$ cat src/rtl/execute_tv_pkg.sv
// ---------------------------------------------------------------------------
// execute_tv_pkg : shared widths, record packing and FSM states for the
//                  execute-stage test-vector recorder.
// Revision: 1.0
// ---------------------------------------------------------------------------
`default_nettype none

package execute_tv_pkg;

  localparam int PC_W  = 64;
  localparam int ALU_W = 64;
  localparam int WD_W  = 64;
  localparam int Z_W   = 1;
  localparam int REC_W = PC_W + ALU_W + WD_W + Z_W;

  typedef enum logic [1:0] {
    ST_IDLE    = 2'd0,
    ST_CAPTURE = 2'd1,
    ST_DRAIN   = 2'd2
  } state_t;

  function automatic logic [REC_W-1:0] pack_record(
    input logic [PC_W-1:0]  pc_branch,
    input logic [ALU_W-1:0] alu_result,
    input logic [WD_W-1:0]  write_data,
    input logic [Z_W-1:0]   zero
  );
    return {pc_branch, alu_result, write_data, zero};
  endfunction

endpackage

`default_nettype wire

$ cat src/rtl/tv_buffer.sv
// ---------------------------------------------------------------------------
// tv_buffer : DEPTH x REC_W record store, one write port, async read port.
// Revision: 1.0
// ---------------------------------------------------------------------------
`default_nettype none

module tv_buffer
  import execute_tv_pkg::*;
#(
  parameter int DEPTH = 16,
  parameter int AW    = $clog2(DEPTH)
) (
  input  logic             clk,
  input  logic             i_wr_en,
  input  logic [AW-1:0]    i_wr_addr,
  input  logic [REC_W-1:0] i_wr_data,
  input  logic [AW-1:0]    i_rd_addr,
  output logic [REC_W-1:0] o_rd_data
);

  // Contents are never reset; validity is tracked by the recorder's count.
  logic [REC_W-1:0] r_mem [DEPTH];

  always_ff @(posedge clk) begin
    if (i_wr_en) begin
      r_mem[i_wr_addr] <= i_wr_data;
    end
  end

  assign o_rd_data = r_mem[i_rd_addr];

endmodule

`default_nettype wire

$ cat src/rtl/execute_tv_recorder.sv
// ---------------------------------------------------------------------------
// execute_tv_recorder : captures execute-stage outputs into a FIFO buffer,
//                       then drains them in capture order with ready/valid.
// Revision: 1.0
// ---------------------------------------------------------------------------
`default_nettype none

module execute_tv_recorder
  import execute_tv_pkg::*;
#(
  parameter int DEPTH = 16
) (
  input  logic                       clk,
  input  logic                       reset,
  input  logic                       start,
  input  logic                       capture_en,
  input  logic [PC_W-1:0]            PCBranch_E,
  input  logic [ALU_W-1:0]           aluResult_E,
  input  logic [WD_W-1:0]            writeData_E,
  input  logic                       zero_E,
  input  logic                       drain,
  input  logic                       rd_ready,
  output logic                       rd_valid,
  output logic [REC_W-1:0]           rd_data,
  output logic [$clog2(DEPTH+1)-1:0] count,
  output logic                       full,
  output logic                       empty,
  output logic                       overflow,
  output logic                       done
);

  localparam int PW = $clog2(DEPTH);
  localparam int CW = $clog2(DEPTH + 1);
  localparam logic [CW-1:0] C_FULL_COUNT = CW'(DEPTH);
  localparam logic [CW-1:0] C_ONE        = CW'(1);

  state_t        r_state;
  state_t        w_state_nxt;
  logic [PW-1:0] r_wr_ptr;
  logic [PW-1:0] r_rd_ptr;
  logic [CW-1:0] r_count;
  logic          r_overflow;
  logic          w_capture;
  logic          w_wr_en;
  logic          w_xfer;

  assign count    = r_count;
  assign full     = (r_count == C_FULL_COUNT);
  assign empty    = (r_count == '0);
  assign overflow = r_overflow;

  always_ff @(posedge clk) begin
    if (reset) begin
      r_state <= ST_IDLE;
    end else begin
      r_state <= w_state_nxt;
    end
  end

  always_comb begin
    w_state_nxt = r_state;
    rd_valid    = 1'b0;
    done        = 1'b0;
    w_capture   = 1'b0;
    case (r_state)
      ST_CAPTURE: begin
        w_capture = capture_en;
        if (drain) begin
          w_state_nxt = ST_DRAIN;
        end
      end
      ST_DRAIN: begin
        rd_valid = !reset && (r_count != '0);
        // Last record leaving, or nothing was captured at all.
        done = !reset && ((r_count == '0) || ((r_count == C_ONE) && rd_ready));
        if (done) begin
          w_state_nxt = ST_IDLE;
        end
      end
      default: w_state_nxt = r_state;
    endcase
    if (start) begin
      w_state_nxt = ST_CAPTURE;
    end
  end

  assign w_wr_en = !reset && !start && w_capture && !full;
  assign w_xfer  = rd_valid && rd_ready;

  always_ff @(posedge clk) begin
    if (reset || start) begin
      r_wr_ptr   <= '0;
      r_rd_ptr   <= '0;
      r_count    <= '0;
      r_overflow <= 1'b0;
    end else begin
      if (w_wr_en) begin
        r_wr_ptr <= r_wr_ptr + 1'b1;
        r_count  <= r_count + 1'b1;
      end else if (w_xfer) begin
        r_rd_ptr <= r_rd_ptr + 1'b1;
        r_count  <= r_count - 1'b1;
      end
      if (w_capture && full) begin
        r_overflow <= 1'b1;
      end
    end
  end

  tv_buffer #(
    .DEPTH (DEPTH)
  ) u_buffer (
    .clk       (clk),
    .i_wr_en   (w_wr_en),
    .i_wr_addr (r_wr_ptr),
    .i_wr_data (pack_record(PCBranch_E, aluResult_E, writeData_E, zero_E)),
    .i_rd_addr (r_rd_ptr),
    .o_rd_data (rd_data)
  );

endmodule

`default_nettype wire

$ cat config.mk
export PLATFORM = sky130hd
export DESIGN_NAME = execute_tv_recorder
export DESIGN_NICKNAME = d
export VERILOG_FILES = /design/src/rtl/execute_tv_pkg.sv /design/src/rtl/tv_buffer.sv /design/src/rtl/execute_tv_recorder.sv
export SDC_FILE = /design/constraint.sdc
export NUM_CORES = 2
export LEC_CHECK = 0
export CORE_UTILIZATION = 50
export CTS_CLUSTER_DIAMETER = 80
export DETAILED_ROUTE_END_ITERATION = 12
export PLACE_DENSITY = 0.67
export SLEW_MARGIN = 40
export SYNTH_ARGS = -nofsm -noshare
export SYNTH_HDL_FRONTEND = slang
export SYNTH_SLANG_ARGS = --single-unit
$ cat constraint.sdc
create_clock -name clk -period 47.3 [get_ports clk]
set_input_delay 11.825 -clock clk [delete_from_list [all_inputs] [get_ports clk]]
set_output_delay 11.825 -clock clk [all_outputs]
set_load 0.01 [all_outputs]
==> metrics.csv <==
metric,value,unit
dr.pass1.iters,5,
outcome,"finished, final reports clean",
start_util,50.4,%
postLayoutCellArea,0.135,mm^2
place_congestion,0.732,
cts-resized-gates,0,
p_int,4.50,mW
fin_util,58.5,%
setup-violations-final,0,
swShare,18.9,%
final_layout_size_suffix_gt1_share,24.3,%
first_global_vias,55900,
fin_worst_skew,0.0549,ns
ios,402,
synth_cells,4845,
ctsHoldBuffers,0,
ys_async_sr_fraction,0,%
hpwl,133000,um
p_leak,40.8,nW
cts.htree.levels,5,
cts-root-buf,clkbuf_16,
finalWorstSetupSlack,21.67,ns
cts_sinks,3108,
port_buffers,401,
syn_area,0.116,mm^2
post-route-period-util,54.2,%
die-area,0.234,mm^2
dp_slack,21.68,ns
post_cts_buffers,0,
power.density,41.2,mW/mm^2
post_dp_cell_area,0.124,mm^2
yosysUniqueCellTypes,41,
route.detailed.drc,0,
numCtsBuffers,325,
fin_nets,5647,
synth-seq-cells,3108,
tightestPinTransition,0.923,ns
fmax,39.0,MHz
rsz0062_at_grt,no,
wirelength,270000,um
min_period,25.63,ns
fin_tns_setup,0,ns
holdCritPathClass,reg -> reg,
synth_edf_count,3088,
die_y,483,um
grt_remaining_overflow,0,
maxSlewViolCount,0,
n_fill_cell,16100,
area_growth,16.2,%
viasPerCell,6.16,
ys_seq_area_share,80.4,%
via_count,53800,
vdd_ir_drop_max,0.0000350,V
share_comb_of_total_power,1.1,%
synth_most_common_cell,edfxtp_1,
p_switching,1.05,mW
clk_latency,0.92,ns
ant_nets,0,
dp_cells,8134,
clk_pin_slew,0.06,ns
syn_nets,5053,
ys_top_cells_by_count,"edfxtp_1, mux4_2, a22oi_1",
antenna_found_initial,61,
clock_path_buffers,4,
grt_max_degree,96,
p_seq_share,54.6,%
grt_pass1_wl,388000,um
clockPowerShare,44.2,%
critical_path_required,35.47,ns
max-cap-violations,0,
layoutNonFillerInstCount,8722,
max_slew_margin,38.5,%
core_area,0.230,mm^2
yosysWarnings,0,
timing.hold.ws,0.502,ns
arrival,13.81,ns
crit_type,in -> out,
wl_per_cell,30.9,um
synth_top_area_cell,edfxtp_1,
rows,176,
synth_area_leaders,"edfxtp_1, mux4_2, a22oi_1",
track_usage,23.0,%
avgSynthCellArea,23.9,um^2
die-width,483,um
p_total,5.55,mW
synth_ff_type,edfxtp_1,
cts_tree,done,
synthDominantCellAreaShare,80.0,%
crit_fanout,6,
hold_violations,0,
drtIter0Drc,5227,
critPathLaunchType,input port,
critPathCaptureType,output pin,
-- registers in the layout (all words and copies together), names as in the netlist, named ones only --
register and flops:
r_state 2, count 5, r_rd_ptr 4, u_buffer.r_mem 3088
r_wr_ptr 4, overflow 1
-- layout make-up --
cell class / count / area [um^2] / area share (%)
diodes: 14 / 35.0 / 0.0260
clock buffers: 393 / 8600 / 6.39
clock inverters: 177 / 1620 / 1.20
inverters: 6 / 22.5 / 0.0167
multi-input cells: 1469 / 21700 / 16.1
flip-flops and latches: 3108 / 93100 / 69.2
well taps: 3026 / 3790 / 2.81
repair buffers: 529 / 5790 / 4.30
-- logic make-up (layout without fill, tap and decap cells) --
family | Yosys count | in the layout | share of synthesized area [%]
adder cells (fa/ha/maj) | 9 | 9 | 0.0972
XOR/XNOR | 5 | 5 | 0.0378
flip-flops | 3108 | 3108 | 80.4
other | 0 | 14 | 0
multiplexers | 776 | 776 | 15.0
AND/OR/NAND/NOR | 281 | 281 | 1.03
buffers and inverters | 268 | 1105 | 1.06
AO/OA/AOI/OAI | 398 | 398 | 2.36
-- power by group through the flow --
| stage | Sequential [mW] | Combinational (mW) | Clock (mW) |
|---|---|---|---|
| final | 3.03 | 0.0619 | 2.45 |
| after global routing | 3.03 | 0.0678 | 2.60 |
| after CTS | 3.03 | 0.0625 | 2.50 |
| after detailed placement | 3.09 | 0.0625 | 0 |
| after global placement | 3.09 | 0.0581 | 0 |
| after floorplan | 3.09 | 0.00687 | 0 |
-- critical path, cell delays in order --
cell,delay [ns]
clkdlybuf4s50_1,0.48
or3b_2,0.49
nor4b_1,0.38
clkdlybuf4s50_1,0.62
-- per-layer routing --
metal  routed length (um)  part of all wire (%)  up-vias  GRT usage, %
met5                  426                  0.16        -             0
met4                 6590                   2.4       68          6.67
met3                20800                   7.7      467          5.26
met2               135000                    50     2018          37.8
met1               107000                    40    29100          31.0
li1                     -                     -    22100             -
-- placed cells by master, fill, tap and decap left out, drive strengths merged, types with 2 or more instances in the layout --
cell type	netlist	routed
and2	2	2
nor3	11	11
ha	9	9
bufinv	0	29
o21ai	2	2
or2	3	3
nand3	5	5
a21oi	8	8
diode	0	14
clkinvlp	0	12
nor4	3	3
edfxtp	3088	3088
clkbuf	100	393
buf	162	128
mux2	2	2
mux2i	2	2
xnor2	4	4
nand2	115	115
a22oi	203	203
nand2b	7	7
or3	2	2
mux4	772	772
clkdlybuf4s50	0	401
clkinv	0	131
inv	6	11
o22ai	184	184
nor2	121	121
nor2b	2	2
dfxtp	20	20
nor3b	2	2
nor4bb	2	2
-- path summary, 6_finish.rpt --
check                   startpoint  slack [ns]  cells past startpoint                               to
max reg2reg  count[0]$_SDFFE_PP0P_       42.34                     11  u_buffer.r_mem[1][65]$_DFFE_PP_
max                          reset       21.67                      4                             done
min reg2reg  overflow$_SDFFE_PP0P_        0.50                      2            overflow$_SDFFE_PP0P_
min          overflow$_SDFFE_PP0P_        0.50                      2            overflow$_SDFFE_PP0P_
No activity file was read; power rests on OpenSTA's default activity.
